**config.mk**
```make
export PLATFORM = sky130hd
export DESIGN_NAME = adaptive_fir_mc_flat
export DESIGN_NICKNAME = d
export VERILOG_FILES = /design/src/rtl/adaptive_fir_mc_pkg.sv /design/src/rtl/adaptive_fir_mc_if.sv /design/src/rtl/adaptive_fir_mc_round_sat.sv /design/src/rtl/adaptive_fir_mc.sv /design/src/flat_wrapper.sv
export SDC_FILE = /design/constraint.sdc
export NUM_CORES = 2
export LEC_CHECK = 0
export CAP_MARGIN = 20
export CORE_MARGIN = 2
export CORE_UTILIZATION = 50
export CTS_BUF_LIST = sky130_fd_sc_hd__clkbuf_8
export DETAILED_ROUTE_END_ITERATION = 8
export PLACE_DENSITY = 0.67
export SKIP_LAST_GASP = 1
export SLEW_MARGIN = 20
export SYNTH_ARGS = -nofsm -noshare
export SYNTH_HDL_FRONTEND = slang
export SYNTH_SLANG_ARGS = --single-unit
```
**constraint.sdc**
```tcl
create_clock -name clk -period 12.5 [get_ports clk]
set_input_delay 1.25 -clock clk [delete_from_list [all_inputs] [get_ports clk]]
set_output_delay 1.25 -clock clk [all_outputs]
set_load 0.01 [all_outputs]
```
**src/rtl/adaptive_fir_mc_pkg.sv**
```systemverilog
`default_nettype none
// ============================================================================
//  Module   : adaptive_filter_pkg
//  Purpose  : Shared widths, mode configuration table and FSM states for the
//             multi-mode adaptive FIR.
//  Revision : 1.0
// ============================================================================
package adaptive_filter_pkg;

   localparam int C_IN_WL     = 14;
   localparam int C_IN_FL     = 6;
   localparam int C_OUT_WL    = 14;
   localparam int C_OUT_FL    = 6;
   localparam int C_COEF_WL   = 16;
   localparam int C_COEF_FL   = 14;
   localparam int C_TAPS      = 11;
   localparam int C_NUM_MODES = 2;
   localparam int C_FB_DELAY  = 2;
   localparam int C_ACC_GUARD = 4;
   localparam int C_NCOEF     = C_TAPS / 2 + 1;

   typedef struct packed {
      logic [C_NCOEF-1:0][C_COEF_WL-1:0] coef;
      logic                              symmetric;
      logic                              fb_en;
      logic [C_COEF_WL-1:0]              fb_coef;
   } mode_cfg_t;

   typedef enum logic [0:0] {
      ST_RUN   = 1'b0,
      ST_FLUSH = 1'b1
   } state_t;

   function automatic int f_acc_wl(input int in_wl, input int coef_wl,
                                   input int taps, input int guard);
      return in_wl + 1 + coef_wl + $clog2(taps) + guard;
   endfunction

   // coef[k] pairs x[n-k] with x[n-TAPS+1+k]; coef[TAPS/2] is the centre tap
   function automatic mode_cfg_t f_mode_cfg(input int m);
      mode_cfg_t cfg;
      cfg = '0;
      if (m == 0) begin
         cfg.coef[0] = 16'(164);
         cfg.coef[1] = 16'(-492);
         cfg.coef[2] = 16'(1311);
         cfg.coef[3] = 16'(-3277);
         cfg.coef[4] = 16'(9830);
         cfg.coef[5] = 16'(0);
      end else begin
         cfg.coef[0]   = 16'(164);
         cfg.coef[1]   = 16'(328);
         cfg.coef[2]   = 16'(655);
         cfg.coef[3]   = 16'(983);
         cfg.coef[4]   = 16'(1311);
         cfg.coef[5]   = 16'(1638);
         cfg.symmetric = 1'b1;
         cfg.fb_en     = 1'b1;
         cfg.fb_coef   = 16'(16384);
      end
      return cfg;
   endfunction

   localparam mode_cfg_t MODE_CFG [C_NUM_MODES] = '{f_mode_cfg(0), f_mode_cfg(1)};

endpackage
`default_nettype wire

```
**src/rtl/adaptive_fir_mc_if.sv**
```systemverilog
`default_nettype none
// ============================================================================
//  Module   : adaptive_fir_mc_if
//  Purpose  : Sample-in / sample-out stream bundle of the adaptive FIR.
//  Revision : 1.0
// ============================================================================
interface adaptive_fir_mc_if #(
   parameter int IN_WL  = 14,
   parameter int OUT_WL = 14
);
   logic signed [IN_WL-1:0]  s_tdata;
   logic                     s_tvalid;
   logic                     s_tready;
   logic signed [OUT_WL-1:0] m_tdata;
   logic                     m_tvalid;
   logic                     m_tovf;

   modport slave  (input  s_tdata, s_tvalid, output s_tready, m_tdata, m_tvalid, m_tovf);
   modport master (output s_tdata, s_tvalid, input  s_tready, m_tdata, m_tvalid, m_tovf);
endinterface
`default_nettype wire

```
**src/rtl/adaptive_fir_mc_round_sat.sv**
```systemverilog
`default_nettype none
// ============================================================================
//  Module   : fxp_round_sat
//  Purpose  : Round-half-up and saturate a wide accumulator to the output word.
//  Revision : 1.0
// ============================================================================
module fxp_round_sat #(
   parameter int IN_WL  = 39,
   parameter int IN_FL  = 20,
   parameter int OUT_WL = 14,
   parameter int OUT_FL = 6
) (
   input  wire logic signed [IN_WL-1:0]  i_acc,
   output logic signed [OUT_WL-1:0]      o_data,
   output logic                          o_ovf
);
   localparam int SHIFT  = IN_FL - OUT_FL;
   localparam int RND_WL = IN_WL + 1;
   localparam int SHR_WL = RND_WL - SHIFT;
   localparam logic signed [SHR_WL-1:0] C_MAX = {{(SHR_WL-OUT_WL+1){1'b0}}, {(OUT_WL-1){1'b1}}};
   localparam logic signed [SHR_WL-1:0] C_MIN = ~C_MAX;

   logic signed [RND_WL-1:0] w_rnd;
   logic signed [SHR_WL-1:0] w_shr;

   assign w_rnd = RND_WL'(i_acc) + (RND_WL'(1) << (SHIFT - 1));
   assign w_shr = SHR_WL'(w_rnd >>> SHIFT);

   always_comb begin
      o_ovf  = 1'b0;
      o_data = w_shr[OUT_WL-1:0];
      if (w_shr > C_MAX) begin
         o_data = C_MAX[OUT_WL-1:0];
         o_ovf  = 1'b1;
      end else if (w_shr < C_MIN) begin
         o_data = C_MIN[OUT_WL-1:0];
         o_ovf  = 1'b1;
      end
   end
endmodule
`default_nettype wire

```
**src/rtl/adaptive_fir_mc.sv**
```systemverilog
`default_nettype none
// ============================================================================
//  Module   : adaptive_fir_mc
//  Purpose  : Folded multi-mode FIR with optional recursive tap and flush on
//             mode change; rounded, saturated output.
//  Revision : 1.0
// ============================================================================
module adaptive_fir_mc
   import adaptive_filter_pkg::*;
#(
   parameter int IN_WL     = C_IN_WL,
   parameter int IN_FL     = C_IN_FL,
   parameter int OUT_WL    = C_OUT_WL,
   parameter int OUT_FL    = C_OUT_FL,
   parameter int COEF_WL   = C_COEF_WL,
   parameter int COEF_FL   = C_COEF_FL,
   parameter int TAPS      = C_TAPS,
   parameter int NUM_MODES = C_NUM_MODES,
   parameter int FB_DELAY  = C_FB_DELAY,
   parameter int ACC_GUARD = C_ACC_GUARD,
   parameter int MODE_W    = (NUM_MODES > 1) ? $clog2(NUM_MODES) : 1
) (
   input  wire logic              clk,
   input  wire logic              srst,
   input  wire logic [MODE_W-1:0] mode,
   output logic                   busy,
   adaptive_fir_mc_if.slave       bus
);
   localparam int ACC_WL  = f_acc_wl(IN_WL, COEF_WL, TAPS, ACC_GUARD);
   localparam int ACC_FL  = IN_FL + COEF_FL;
   localparam int NPAIR   = TAPS / 2;
   localparam int PRE_WL  = IN_WL + 1;
   localparam int PROD_WL = PRE_WL + COEF_WL;
   localparam int FBP_WL  = ACC_WL + COEF_WL;
   localparam int CNT_W   = $clog2(TAPS);

   state_t                   r_state, w_state_nxt;
   logic [MODE_W-1:0]        r_mode_q, w_mode_q_nxt;
   logic [MODE_W-1:0]        r_mode_tgt, w_mode_tgt_nxt;
   logic [CNT_W-1:0]         r_cnt, w_cnt_nxt;
   logic signed [IN_WL-1:0]  r_dl [TAPS-1];
   logic signed [ACC_WL-1:0] r_hist [FB_DELAY];
   logic signed [OUT_WL-1:0] r_m_tdata;
   logic                     r_m_tvalid;
   logic                     r_m_tovf;

   logic signed [IN_WL-1:0]   w_x [TAPS];
   logic signed [PROD_WL-1:0] w_prod [NPAIR+1];
   logic signed [FBP_WL-1:0]  w_fb_full;
   logic signed [ACC_WL-1:0]  w_fb;
   logic signed [ACC_WL-1:0]  w_acc;
   logic signed [OUT_WL-1:0]  w_rs_data;
   logic                      w_rs_ovf;
   logic                      w_accept;
   logic                      w_mode_valid;
   mode_cfg_t                 w_cfg;

   assign bus.s_tready = (r_state == ST_RUN);
   assign busy         = (r_state == ST_FLUSH);
   assign bus.m_tdata  = r_m_tdata;
   assign bus.m_tvalid = r_m_tvalid;
   assign bus.m_tovf   = r_m_tovf;

   assign w_accept     = bus.s_tvalid & bus.s_tready;
   assign w_mode_valid = (int'(mode) < NUM_MODES);
   assign w_cfg        = MODE_CFG[r_mode_q];

   assign w_x[0] = bus.s_tdata;
   for (genvar k = 1; k < TAPS; k++) begin : g_tap
      assign w_x[k] = r_dl[k-1];
   end

   for (genvar k = 0; k < NPAIR; k++) begin : g_pair
      logic signed [PRE_WL-1:0] w_pre;
      assign w_pre = w_cfg.symmetric ? (PRE_WL'(w_x[k]) + PRE_WL'(w_x[TAPS-1-k]))
                                     : (PRE_WL'(w_x[k]) - PRE_WL'(w_x[TAPS-1-k]));
      assign w_prod[k] = PROD_WL'(w_pre) * PROD_WL'($signed(w_cfg.coef[k]));
   end
   assign w_prod[NPAIR] = PROD_WL'(w_x[NPAIR]) * PROD_WL'($signed(w_cfg.coef[NPAIR]));

   // Feedback product carries COEF_FL extra fraction bits; drop them to return to ACC_FL
   assign w_fb_full = FBP_WL'($signed(w_cfg.fb_coef)) * FBP_WL'(r_hist[FB_DELAY-1]);
   assign w_fb      = w_cfg.fb_en ? ACC_WL'(w_fb_full >>> COEF_FL) : '0;

   always_comb begin
      w_acc = w_fb;
      for (int i = 0; i <= NPAIR; i++) begin
         w_acc = w_acc + ACC_WL'(w_prod[i]);
      end
   end

   fxp_round_sat #(
      .IN_WL  (ACC_WL),
      .IN_FL  (ACC_FL),
      .OUT_WL (OUT_WL),
      .OUT_FL (OUT_FL)
   ) u_round_sat (
      .i_acc  (w_acc),
      .o_data (w_rs_data),
      .o_ovf  (w_rs_ovf)
   );

   always_comb begin
      w_state_nxt    = r_state;
      w_cnt_nxt      = r_cnt;
      w_mode_q_nxt   = r_mode_q;
      w_mode_tgt_nxt = r_mode_tgt;
      case (r_state)
         ST_RUN: begin
            if (w_mode_valid && (mode != r_mode_q)) begin
               w_state_nxt    = ST_FLUSH;
               w_cnt_nxt      = CNT_W'(TAPS - 1);
               w_mode_tgt_nxt = mode;
            end
         end
         ST_FLUSH: begin
            // A further mode change restarts the full flush towards the new target
            if (w_mode_valid && (mode != r_mode_tgt)) begin
               w_cnt_nxt      = CNT_W'(TAPS - 1);
               w_mode_tgt_nxt = mode;
            end else if (r_cnt == '0) begin
               w_state_nxt  = ST_RUN;
               w_mode_q_nxt = r_mode_tgt;
            end else begin
               w_cnt_nxt = r_cnt - 1'b1;
            end
         end
         default: w_state_nxt = ST_RUN;
      endcase
   end

   always_ff @(posedge clk) begin
      if (srst) begin
         r_state    <= ST_RUN;
         r_cnt      <= '0;
         r_mode_q   <= '0;
         r_mode_tgt <= '0;
         r_m_tdata  <= '0;
         r_m_tvalid <= 1'b0;
         r_m_tovf   <= 1'b0;
         for (int i = 0; i < TAPS - 1; i++) r_dl[i] <= '0;
         for (int i = 0; i < FB_DELAY; i++) r_hist[i] <= '0;
      end else begin
         r_state    <= w_state_nxt;
         r_cnt      <= w_cnt_nxt;
         r_mode_q   <= w_mode_q_nxt;
         r_mode_tgt <= w_mode_tgt_nxt;
         r_m_tvalid <= w_accept;
         if (r_state == ST_FLUSH) begin
            for (int i = 0; i < TAPS - 1; i++) r_dl[i] <= '0;
            for (int i = 0; i < FB_DELAY; i++) r_hist[i] <= '0;
         end else if (w_accept) begin
            r_m_tdata <= w_rs_data;
            r_m_tovf  <= w_rs_ovf;
            r_dl[0]   <= bus.s_tdata;
            for (int i = 1; i < TAPS - 1; i++) r_dl[i] <= r_dl[i-1];
            r_hist[0] <= w_acc;
            for (int i = 1; i < FB_DELAY; i++) r_hist[i] <= r_hist[i-1];
         end
      end
   end
endmodule
`default_nettype wire

```
**src/flat_wrapper.sv**
```systemverilog
// flat-port wrapper written by rule: the top's interface ports become plain ports
module adaptive_fir_mc_flat import adaptive_filter_pkg::*;
#(
   parameter int IN_WL     = C_IN_WL,
   parameter int IN_FL     = C_IN_FL,
   parameter int OUT_WL    = C_OUT_WL,
   parameter int OUT_FL    = C_OUT_FL,
   parameter int COEF_WL   = C_COEF_WL,
   parameter int COEF_FL   = C_COEF_FL,
   parameter int TAPS      = C_TAPS,
   parameter int NUM_MODES = C_NUM_MODES,
   parameter int FB_DELAY  = C_FB_DELAY,
   parameter int ACC_GUARD = C_ACC_GUARD,
   parameter int MODE_W    = (NUM_MODES > 1) ? $clog2(NUM_MODES) : 1
)
  (clk, srst, mode, busy, bus_s_tdata, bus_s_tvalid, bus_s_tready, bus_m_tdata, bus_m_tvalid, bus_m_tovf);
  adaptive_fir_mc_if #(.IN_WL(IN_WL), .OUT_WL(OUT_WL)) bus_i ();
  input  wire logic clk;
  input  wire logic srst;
  input  wire logic [MODE_W-1:0] mode;
  output logic busy;
  input wire logic [$bits(bus_i.s_tdata)-1:0] bus_s_tdata;
  input wire logic [$bits(bus_i.s_tvalid)-1:0] bus_s_tvalid;
  output wire logic [$bits(bus_i.s_tready)-1:0] bus_s_tready;
  output wire logic [$bits(bus_i.m_tdata)-1:0] bus_m_tdata;
  output wire logic [$bits(bus_i.m_tvalid)-1:0] bus_m_tvalid;
  output wire logic [$bits(bus_i.m_tovf)-1:0] bus_m_tovf;
  assign bus_i.s_tdata = bus_s_tdata;
  assign bus_i.s_tvalid = bus_s_tvalid;
  assign bus_s_tready = bus_i.s_tready;
  assign bus_m_tdata = bus_i.m_tdata;
  assign bus_m_tvalid = bus_i.m_tvalid;
  assign bus_m_tovf = bus_i.m_tovf;
  adaptive_fir_mc #(.IN_WL(IN_WL), .IN_FL(IN_FL), .OUT_WL(OUT_WL), .OUT_FL(OUT_FL), .COEF_WL(COEF_WL), .COEF_FL(COEF_FL), .TAPS(TAPS), .NUM_MODES(NUM_MODES), .FB_DELAY(FB_DELAY), .ACC_GUARD(ACC_GUARD), .MODE_W(MODE_W)) u_core (.clk(clk), .srst(srst), .mode(mode), .busy(busy), .bus(bus_i));
endmodule
```
==> metrics <==
Final period util=1.00; Final Hold Fails=0; synth unique cells=81; Ant. Diodes=0; largest net degree at the start of global routing=100; Worst path max stage delay=a little over 600 ps; Synth Register Bits=between 200 and 250; Mapped Area=around 44000 um2; Chip Height=302 um; min-delay worst type=reg -> reg; achievable clock frequency=79.8 MHz; DR pass1 iterations=6; # port buffers=35; maxcap violations=0; fin crit period=between 10000 and 15000 ps; layout cell share with drive strength beyond 1=0.180; grt total ovfl=0; unrepaired setup endpoints after global routing=true; CP max FO=7; DRC errors left=0; Setup CP Type=reg -> reg; WP data required=~13000 ps; nets@finish=6425; Post-synth EDFFs=218; initial antenna violation count=1; CP arrival=roughly 13000 ps; vias in the first global route=34300; Slowest cell on crit path=fa_1; Placer Congestion=0.976; area grow syn2layout=17.9%; CTS tree=done; sequential cell area fraction in the yosys report=0.158; clock buffer count from CTS=38; Initial Utilization=0.503; CP endpoint kind=register; final worst setup slack=-33.8 ps; crit-path leading delay family=adder cells; CTS max path bufs=3; layout filler cell count=between 7000 and 8000; IO Pins=36; startpoint types=register; Via Count=31900; Post-Synthesis Cells=approximately 4300; Antenna Nets Post-Route=0; first-pass GRT wire length=197000 um; core footprint=a little under 90000 um2; pre-CTS setup slack=-689 ps; DRC violation total after the first TritonRoute iteration=slightly above 2000; final WL=126000 um; Worst-path clk slew=70 ps; outcome=finished with violations; Fin Clk Skew=approximately 34 ps; Post-synth ARST share=0; syn avg cell area=10.2 um2; Final Slew Violations=0; Main synth FF type=edfxtp_1; Tot GR Track Use=0.288; hold_ws=approximately 470 ps; multi-input logic area=33600 um2; hpwl dp=between 100000 and 150000 um; Root Buffer=clkbuf_8; Crit path top cell by count=fa_1; Rel. slew slack=0.340; site row count=109; Tightest Pin Transition=roughly 990 ps; DIE AREA=roughly 90000 um2; clk_lat worst skew=roughly 600 ps; Buf/Inv on CP=15; Synth Warn #=0; Hold-fix buffers, CTS=0; routed len/inst=20.5 um; CTS Sinks=241; violated checks=setup timing; DR vias/cell=slightly above 5; Die W=a little over 300 um; htree depth=2; FF+latch area=around 7000 um2; Final setup viols=4
==> sequential cells by signal (all words and copies together), names as in the netlist <==
signal	flops
u_core.r_mode_tgt	1
u_core.r_dl	140
u_core.r_cnt	4
u_core.bus.m_tdata	14
u_core.busy	1
u_core.bus.m_tovf	1
u_core.r_hist	78
u_core.r_mode_q	1
u_core.bus.m_tvalid	1
==> path summary, 6_finish.rpt <==
kind,start,end,slack (ps),cells past startpoint
worst max-delay path,u_core.r_dl[0][70],u_core.bus.m_tdata[7],-30,52
worst min-delay path,u_core.bus.m_tdata[13],u_core.bus.m_tdata[13],470,2
worst max register to register,u_core.r_dl[0][70],u_core.bus.m_tdata[7],-30,52
worst min register to register,u_core.bus.m_tdata[13],u_core.bus.m_tdata[13],470,2
==> placed cells by master, fill, tap and decap left out, types with 13 or more instances in the layout <==
master	instances
xnor2_1	88
a21o_1	44
conb_1	35
o21bai_1	13
and2_1	89
clkdlybuf4s50_1	34
edfxtp_1	218
and3_1	171
a21oi_1	83
nor3_1	33
ha_4	31
o21ai_1	18
dfxtp_1	22
inv_2	14
clkbuf_8	39
o21ai_0	51
a22oi_1	16
o21ai_2	17
buf_4	591
inv_1	1189
ha_1	640
fa_2	32
nor2_1	151
nand2_1	174
fa_1	765
xor2_1	90
nand3_1	14
a21oi_2	27
==> worst register-to-register path, delay by kind of cell, from the launching register on <==
kind / cells / cell delay [ps]
adders and majority gates: 14 / 6120
AOI/OAI and AO/OA: 16 / 2750
buffers and inverters: 15 / 1830
and+or+nand+nor: 5 / 820
DFF: 1 / 420
muxes: 1 / 290
xor gates and xnor gates: 1 / 140
==> metrics by stage <==
| step | util | instance area [um2] | instances | setup TNS [ps] |
|---|---|---|---|---|
| 3_5_place_dp | 0.568 | 50100 | 6015 | -9240 |
| 6_report | 0.593 | 52400 | 6133 | -69.7 |
| 3_3_place_gp | 0.568 | 50100 | 6015 | -7860 |
| 4_1_cts | 0.591 | 52100 | 6120 | 0 |
| 5_1_grt | 0.593 | 52400 | 6133 | -6610 |
| 2_1_floorplan | - | 44600 | 4382 | 0 |
==> cell type report <==
cell class,count,share of cell area
well taps,1165,0.0278
repair buffers,638,0.0945
inverters,1197,0.0858
clock buffers,39,0.0103
clock inverters,31,0.00583
flip-flops and latches,241,0.134
multi-input cells,2822,0.642
==> logic make-up after synthesis <==
family / after synthesis / share of synthesized area
flops: 241 / 0.158
mux: 15 / 0.00361
buf+inv: 1319 / 0.112
compound gates: 367 / 0.0536
other cells: 2 / 0.000169
xor+xnor: 187 / 0.0370
fa+ha+maj: 1469 / 0.548
simple gates: 749 / 0.0873
==> synthesized netlist by cell type (all sizes together), types with 3 or more instances <==
cell type / instances / area [um2]
a22oi: 17 / 141
edfxtp: 218 / 6550
and4: 5 / 43.8
nor4: 12 / 105
or2: 14 / 87.6
xnor2: 94 / 823
nor2b: 9 / 56.3
nand3b: 3 / 22.5
a21o: 44 / 330
o31ai: 7 / 76.3
a31oi: 15 / 93.8
nand2: 183 / 687
inv: 1197 / 4490
and2: 92 / 576
xor2: 93 / 822
o21ai: 88 / 485
o21bai: 14 / 105
nand2b: 12 / 75.1
or3: 6 / 37.5
nand4: 12 / 75.1
o211a: 4 / 40.0
fa: 797 / 16000
a21oi: 117 / 597
nor3: 37 / 185
and3: 176 / 1110
nor2: 157 / 589
nand3: 16 / 92.6
buf: 12 / 68.8
o21a: 10 / 75.1
clkbuf: 110 / 417
a41oi: 4 / 35.0
mux2i: 7 / 70.1
mux2: 8 / 90.1
ha: 672 / 8410
o211ai: 8 / 60.1
dfxtp: 23 / 460
or4: 3 / 22.5
a21boi: 3 / 22.5
o41ai: 3 / 26.3
a211oi: 12 / 100
==> metal layers <==
layer / vias to the layer above / wire length [um] / GRT usage
met5: - / 0 / 0
met4: 0 / 4140 / 0.0810
met3: 214 / 9530 / 0.0527
met2: 939 / 58300 / 0.468
met1: 16100 / 53900 / 0.398
li1: 14700 / - / -
==> what timing repair did <==
| action | in CTS | in global routing |
|---|---|---|
| gates resized for setup | 165 | 59 |
| buffers inserted | 35 | 15 |
| endpoints found under the setup margin | 16 | 16 |
| pin swaps | 154 | 52 |
| cloned | 1 | 0 |
Power is not shown: default switching activity piles up to over one toggle a cycle in this logic, so the estimate is an artifact.
